===== config.mk =====
export PLATFORM = sky130hd
export DESIGN_NAME = mem_lsu
export DESIGN_NICKNAME = d
export VERILOG_FILES = /design/src/rtl/mem_lsu.sv
export SDC_FILE = /design/constraint.sdc
export NUM_CORES = 1
export LEC_CHECK = 0
export CAP_MARGIN = 25
export CORE_UTILIZATION = 35
export CTS_CLUSTER_DIAMETER = 150
export DETAILED_ROUTE_END_ITERATION = 7
export PLACE_DENSITY = 0.77
export SETUP_SLACK_MARGIN = 0.15
export SKIP_CTS_REPAIR_TIMING = 1
export SYNTH_ARGS = -nofsm -noshare
export SYNTH_HDL_FRONTEND = slang
export SYNTH_SLANG_ARGS = --single-unit

===== constraint.sdc =====
create_clock -name clk -period 1.55 [get_ports clk]
set_input_delay 0.2325 -clock clk [delete_from_list [all_inputs] [get_ports clk]]
set_output_delay 0.2325 -clock clk [all_outputs]
set_load 0.05 [all_outputs]

===== src/rtl/mem_lsu.sv =====
// Memory-access stage: AHB-Lite load/store with alignment checking and write-back register.
module mem_lsu #(
    parameter int unsigned XLEN = 32
) (
    input  logic              clk,
    input  logic              rst_n,
    input  logic              ls_valid,
    input  logic              ls_load,
    input  logic [1:0]        ls_size,
    input  logic              ls_unsigned,
    input  logic [4:0]        ls_rd,
    input  logic [XLEN-1:0]   addr_res,
    input  logic [XLEN-1:0]   st_data,
    input  logic [XLEN-1:0]   ex_res,
    input  logic [4:0]        ex_rd,
    input  logic              ex_wen,
    output logic [XLEN-1:0]   d_haddr,
    output logic [1:0]        d_htrans,
    output logic              d_hwrite,
    output logic [2:0]        d_hsize,
    output logic [XLEN-1:0]   d_hwdata,
    input  logic [XLEN-1:0]   d_hrdata,
    input  logic              d_hready,
    input  logic              d_hresp,
    output logic [XLEN-1:0]   wb_data,
    output logic [4:0]        wb_rd,
    output logic              wb_wen,
    output logic              lsu_stall,
    output logic              misalign,
    output logic              bus_err
);

    localparam logic [1:0] HTRANS_IDLE   = 2'b00;
    localparam logic [1:0] HTRANS_NONSEQ = 2'b10;

    typedef enum logic [1:0] {
        IDLE   = 2'b00,
        DPHASE = 2'b01,
        ERR    = 2'b10
    } state_t;

    state_t            state_q, state_d;
    logic              load_q, load_d;
    logic [1:0]        size_q, size_d;
    logic              uns_q, uns_d;
    logic [4:0]        rd_q, rd_d;
    logic [1:0]        off_q, off_d;
    logic [XLEN-1:0]   hwdata_q, hwdata_d;
    logic [XLEN-1:0]   wb_data_q, wb_data_d;
    logic [4:0]        wb_rd_q, wb_rd_d;
    logic              wb_wen_q, wb_wen_d;
    logic              misalign_q, misalign_d;
    logic              bus_err_q, bus_err_d;

    logic [1:0]        size_norm_c;
    logic              aligned_c;
    logic              addr_phase_c;
    logic [XLEN-1:0]   lane_wdata_c;
    logic [7:0]        rbyte_c;
    logic [15:0]       rhalf_c;
    logic [XLEN-1:0]   load_ext_c;

    // Size normalisation, alignment check and address-phase qualifier
    always_comb begin
        size_norm_c = (ls_size == 2'b11) ? 2'b10 : ls_size;
        case (size_norm_c)
            2'b00:   aligned_c = 1'b1;
            2'b01:   aligned_c = ~addr_res[0];
            default: aligned_c = (addr_res[1:0] == 2'b00);
        endcase
        addr_phase_c = rst_n & (state_q == IDLE) & ls_valid & aligned_c;
    end

    // Store-data lane replication by access size
    always_comb begin
        case (size_norm_c)
            2'b00:   lane_wdata_c = {4{st_data[7:0]}};
            2'b01:   lane_wdata_c = {2{st_data[15:0]}};
            default: lane_wdata_c = st_data;
        endcase
    end

    // Load-data lane extraction and sign/zero extension
    always_comb begin
        case (off_q)
            2'b00:   rbyte_c = d_hrdata[7:0];
            2'b01:   rbyte_c = d_hrdata[15:8];
            2'b10:   rbyte_c = d_hrdata[23:16];
            default: rbyte_c = d_hrdata[31:24];
        endcase
        rhalf_c = off_q[1] ? d_hrdata[31:16] : d_hrdata[15:0];
        case (size_q)
            2'b00:   load_ext_c = uns_q ? {24'd0, rbyte_c} : {{24{rbyte_c[7]}}, rbyte_c};
            2'b01:   load_ext_c = uns_q ? {16'd0, rhalf_c} : {{16{rhalf_c[15]}}, rhalf_c};
            default: load_ext_c = d_hrdata;
        endcase
    end

    // Address phase is driven straight from execute while IDLE
    always_comb begin
        d_htrans = addr_phase_c ? HTRANS_NONSEQ : HTRANS_IDLE;
        d_haddr  = addr_phase_c ? addr_res : '0;
        d_hwrite = addr_phase_c & ~ls_load;
        d_hsize  = addr_phase_c ? {1'b0, size_norm_c} : 3'b000;
    end

    // Stall while a transfer is being issued, waited on, or errored
    always_comb begin
        lsu_stall = 1'b0;
        if (rst_n) begin
            case (state_q)
                IDLE:    lsu_stall = addr_phase_c;
                DPHASE:  lsu_stall = ~d_hready | d_hresp;
                ERR:     lsu_stall = 1'b1;
                default: lsu_stall = 1'b0;
            endcase
        end
    end

    // Next-state and registered-output logic
    always_comb begin
        state_d    = state_q;
        load_d     = load_q;
        size_d     = size_q;
        uns_d      = uns_q;
        rd_d       = rd_q;
        off_d      = off_q;
        hwdata_d   = hwdata_q;
        wb_data_d  = wb_data_q;
        wb_rd_d    = wb_rd_q;
        wb_wen_d   = 1'b0;
        misalign_d = 1'b0;
        bus_err_d  = 1'b0;
        case (state_q)
            IDLE: begin
                if (ls_valid) begin
                    if (!aligned_c) begin
                        misalign_d = 1'b1;
                    end else if (d_hready) begin
                        load_d   = ls_load;
                        size_d   = size_norm_c;
                        uns_d    = ls_unsigned;
                        rd_d     = ls_rd;
                        off_d    = addr_res[1:0];
                        hwdata_d = lane_wdata_c;
                        state_d  = DPHASE;
                    end
                end else begin
                    wb_data_d = ex_res;
                    wb_rd_d   = ex_rd;
                    wb_wen_d  = ex_wen;
                end
            end
            DPHASE: begin
                if (d_hresp) begin
                    state_d = ERR;
                end else if (d_hready) begin
                    if (load_q) begin
                        wb_data_d = load_ext_c;
                        wb_rd_d   = rd_q;
                        wb_wen_d  = (rd_q != 5'd0);
                    end
                    state_d = IDLE;
                end
            end
            ERR: begin
                if (d_hready) begin
                    bus_err_d = 1'b1;
                    state_d   = IDLE;
                end
            end
            default: state_d = IDLE;
        endcase
    end

    // State and output registers
    always_ff @(posedge clk or negedge rst_n) begin
        if (!rst_n) begin
            state_q    <= IDLE;
            load_q     <= 1'b0;
            size_q     <= 2'b00;
            uns_q      <= 1'b0;
            rd_q       <= 5'd0;
            off_q      <= 2'b00;
            hwdata_q   <= '0;
            wb_data_q  <= '0;
            wb_rd_q    <= 5'd0;
            wb_wen_q   <= 1'b0;
            misalign_q <= 1'b0;
            bus_err_q  <= 1'b0;
        end else begin
            state_q    <= state_d;
            load_q     <= load_d;
            size_q     <= size_d;
            uns_q      <= uns_d;
            rd_q       <= rd_d;
            off_q      <= off_d;
            hwdata_q   <= hwdata_d;
            wb_data_q  <= wb_data_d;
            wb_rd_q    <= wb_rd_d;
            wb_wen_q   <= wb_wen_d;
            misalign_q <= misalign_d;
            bus_err_q  <= bus_err_d;
        end
    end

    assign d_hwdata = hwdata_q;
    assign wb_data  = wb_data_q;
    assign wb_rd    = wb_rd_q;
    assign wb_wen   = wb_wen_q;
    assign misalign = misalign_q;
    assign bus_err  = bus_err_q;

endmodule


==> results.py <==
metrics = {
    "floorplanning": {
        "die_h_um": 118,
        "ioPinCount": 259,
        "rows": 41,
        "start_util": 0.364,
        "core_um2": 12800,
        "die-area_um2": 13800,
        "die-width_um": 118,
    },
    "sta": {
        "slew_violations": 0,
        "max_freq_ghz": 0.499,
        "layout_min_cycle_time_ns": 2.00,
        "hold_viol_final": 40,
        "period_share": 1.29,
        "fin_ws_ns": -0.454,
        "finalSetupViolations": 94,
        "rsz0062_at_grt": "true",
        "fin_skew_ns": 0.00938,
        "holdWs_ns": -0.0376,
    },
    "route": {
        "first_pass_iters": 5,
        "route.vias.total": 5487,
        "wl_per_cell_um": 20.5,
        "drt-vias-per-instance": 5.43,
        "drc": 0,
        "antenna_left": 0,
        "first_iter_violations": 533,
        "wl_mm": 20.7,
    },
    "power_and_ir_drop": {
        "p_comb_frac": 0.524,
        "internal-power_mw": 6.57,
        "p_leak_nw": 4.11,
        "powerDensity_nw_per_um2": 1230,
        "worst_ir_drop_vdd_uv": 887,
        "power.switching_mw": 4.99,
        "p_seq_frac": 0.277,
        "clkPwrFrac": 0.199,
        "sw_frac_of_total": 0.432,
    },
    "worst_setup_path": {
        "rr_endpoint": "wb_data[26]$_DFFE_PN0P_",
        "r2r_start": "state_q[1]$_DFFE_PN0P_",
        "path_buf_inv": 2,
        "cpLargestDelayFamily": "simple AND/OR/NAND/NOR gates",
        "endpoint_kind": "output port",
        "startpoint_type": "flip-flop",
        "r2r_cells": 8,
        "criticalPathCategory": "flip-flop to output port",
        "path_cells": "nor2_4 > and4_4 > buf_12 > and3b_2 > buf_12",
        "worstPathArrival_ns": 1.77,
        "cpMostUsedCell": "buf_12",
        "max_stage_delay_ns": 0.43,
        "crit_start": "state_q[0]$_DFFE_PN0P_",
        "critPathSlowestCell": "dfrtp_2",
        "endpoint": "d_hsize[0]",
        "path_depth": 5,
        "cp_max_fo": 5,
        "r2r_slack_ns": -0.35,
        "cp_data_required_time_ns": 1.32,
    },
    "synthesis": {
        "yosys.area_share.simple": 0.190,
        "synth_edf_count": 0,
        "synth_warnings": 0,
        "synth_xor_area_frac": 0,
        "postSynthAreaPerCell_um2": 8.95,
        "synth_top_family_by_area": "compound AO/OA/AOI/OAI gates",
        "synth_top_flop_cell": "dfrtp_1",
        "yosysSeqAreaShare": 0.456,
        "synthAdderAreaFrac": 0,
        "synth_compound_area_frac": 0.197,
        "async_flop_share": 1.00,
        "synthMuxAreaShare": 0.114,
        "synth_cells": 522,
        "ys_ff_latch": 85,
        "syn_area_um2": 4670,
        "ys_types": 40,
    },
    "status": {
        "failed_checks": "hold timing, setup timing",
        "status": "finished, violations left",
    },
    "place": {
        "hpwlAfterDp_mm": 13.2,
        "gp_congestion": 0.867,
        "portBuffers": 256,
        "dpl.cell_count": 958,
        "post_dp_cell_area_um2": 8090,
    },
    "cells_and_area": {
        "multi_input_area_um2": 2870,
        "regArea_um2": 2130,
        "drive_gt1_frac": 0.422,
        "fin_nets": 981,
        "fillers": 858,
        "layout_common_cells": "141 x clkdlybuf4s50_1, 121 x buf_4, 81 x dfrtp_1",
        "finalNonFillerCells": 1011,
        "utilization": 0.733,
        "fin_area_um2": 9400,
        "layout_commonest_cell": "clkdlybuf4s50_1",
        "area_growth_pct": 101,
    },
    "grt": {
        "grt_pass1_wl_mm": 28.2,
        "grt_start_max_net_pins": 87,
        "grt_pass1_vias": 5362,
        "grt_util_all_layers": 0.259,
        "antenna_found_initial": 0,
        "grt_overflow": 0,
    },
    "clock_tree": {
        "cts_tree": "built",
        "clock_latency_ns": 0.35,
        "clockBufferDepth": 2,
        "path_clk_slew_ns": 0.06,
        "cts_root_buf": "clkbuf_16",
        "htree_levels": 3,
        "numCtsBuffers": 9,
        "clock-sinks": 85,
    },
    "flow_run": {
        "cap_violations": 0,
    },
    "min_path": {
        "hold_class": "input pin to asynchronous set/reset pin",
    },
}
power groups by stage:
stage	logic, mW	clock network [mW]	registers (mW)
detailed placement	5.33	0	3.20
global route	6.33	2.41	3.27
floorplan	1.61	0	4.82
global placement	5.24	0	3.15
CTS	5.35	2.32	3.17
finish	6.06	2.30	3.20
cells in the mapped netlist (7+ instances only):
master	number	area, µm²
dfrtp_1	85	2130
nand2_1	83	312
o21ai_0	53	265
clkbuf_1	35	131
and2_1	34	213
mux2i_1	33	330
a21oi_1	31	155
nor2_1	29	109
nand3_1	22	110
mux2_2	18	203
a22oi_1	16	120
o22ai_1	15	93.8
a21o_1	7	52.6
o21a_1	7	52.6
o221ai_1	7	61.3
through the flow:
| stage | worst slack, ns | hold WS, ns | setup TNS [ns] | total power, mW |
|---|---|---|---|---|
| 2_1_floorplan | -0.0809 | -0.0631 | -0.883 | 6.43 |
| 5_1_grt | -0.490 | 0.00288 | -28.29 | 12.0 |
| 4_1_cts | -0.598 | -0.0191 | -25.78 | 10.8 |
| 3_3_place_gp | -0.484 | 0.363 | -44.18 | 8.40 |
| 6_report | -0.454 | -0.0376 | -24.47 | 11.6 |
| 3_5_place_dp | -0.558 | 0.359 | -52.21 | 8.53 |
registers in the layout, summed over array words and instances, names as in the netlist:
register / flops
load_q: 1
wb_rd: 5
off_q: 2
wb_data: 32
bus_err: 1
size_q: 2
d_hwdata: 32
wb_wen: 1
state_q: 2
rd_q: 5
misalign: 1
uns_q: 1
how the worst min path moves through the flow:
stage,endpoint,start
final,wb_data[13]$_DFFE_PN0P_,rst_n
after global routing,wb_data[1]$_DFFE_PN0P_,rst_n
after CTS,wb_data[18]$_DFFE_PN0P_,rst_n
after detailed placement,wb_data[18]$_DFFE_PN0P_,rst_n
after global placement,wb_data[13]$_DFFE_PN0P_,rst_n
after floorplan,bus_err$_DFF_PN0_,rst_n
cell families after synthesis:
logic type,count (synthesis)
AND/OR/NAND/NOR,186
AO/OA/AOI/OAI,151
flip-flops,85
multiplexers,51
buffers and inverters,48
other,1
final cells by class:
class	count	area share
Clock buffer	12	0.0284
Multi-Input combinational cell	390	0.306
Timing Repair Buffer	344	0.409
Tap cell	172	0.0229
Sequential cell	85	0.227
Clock inverter	4	0.00559
Inverter	3	0.00120
Antenna cell	1	0.000266
metal layers:
layer	routed length, µm	track usage
met5	0	0
met3	1780	0.0698
met1	7660	0.307
met4	776	0.101
met2	10500	0.446
(Power assumes the default switching activity.)
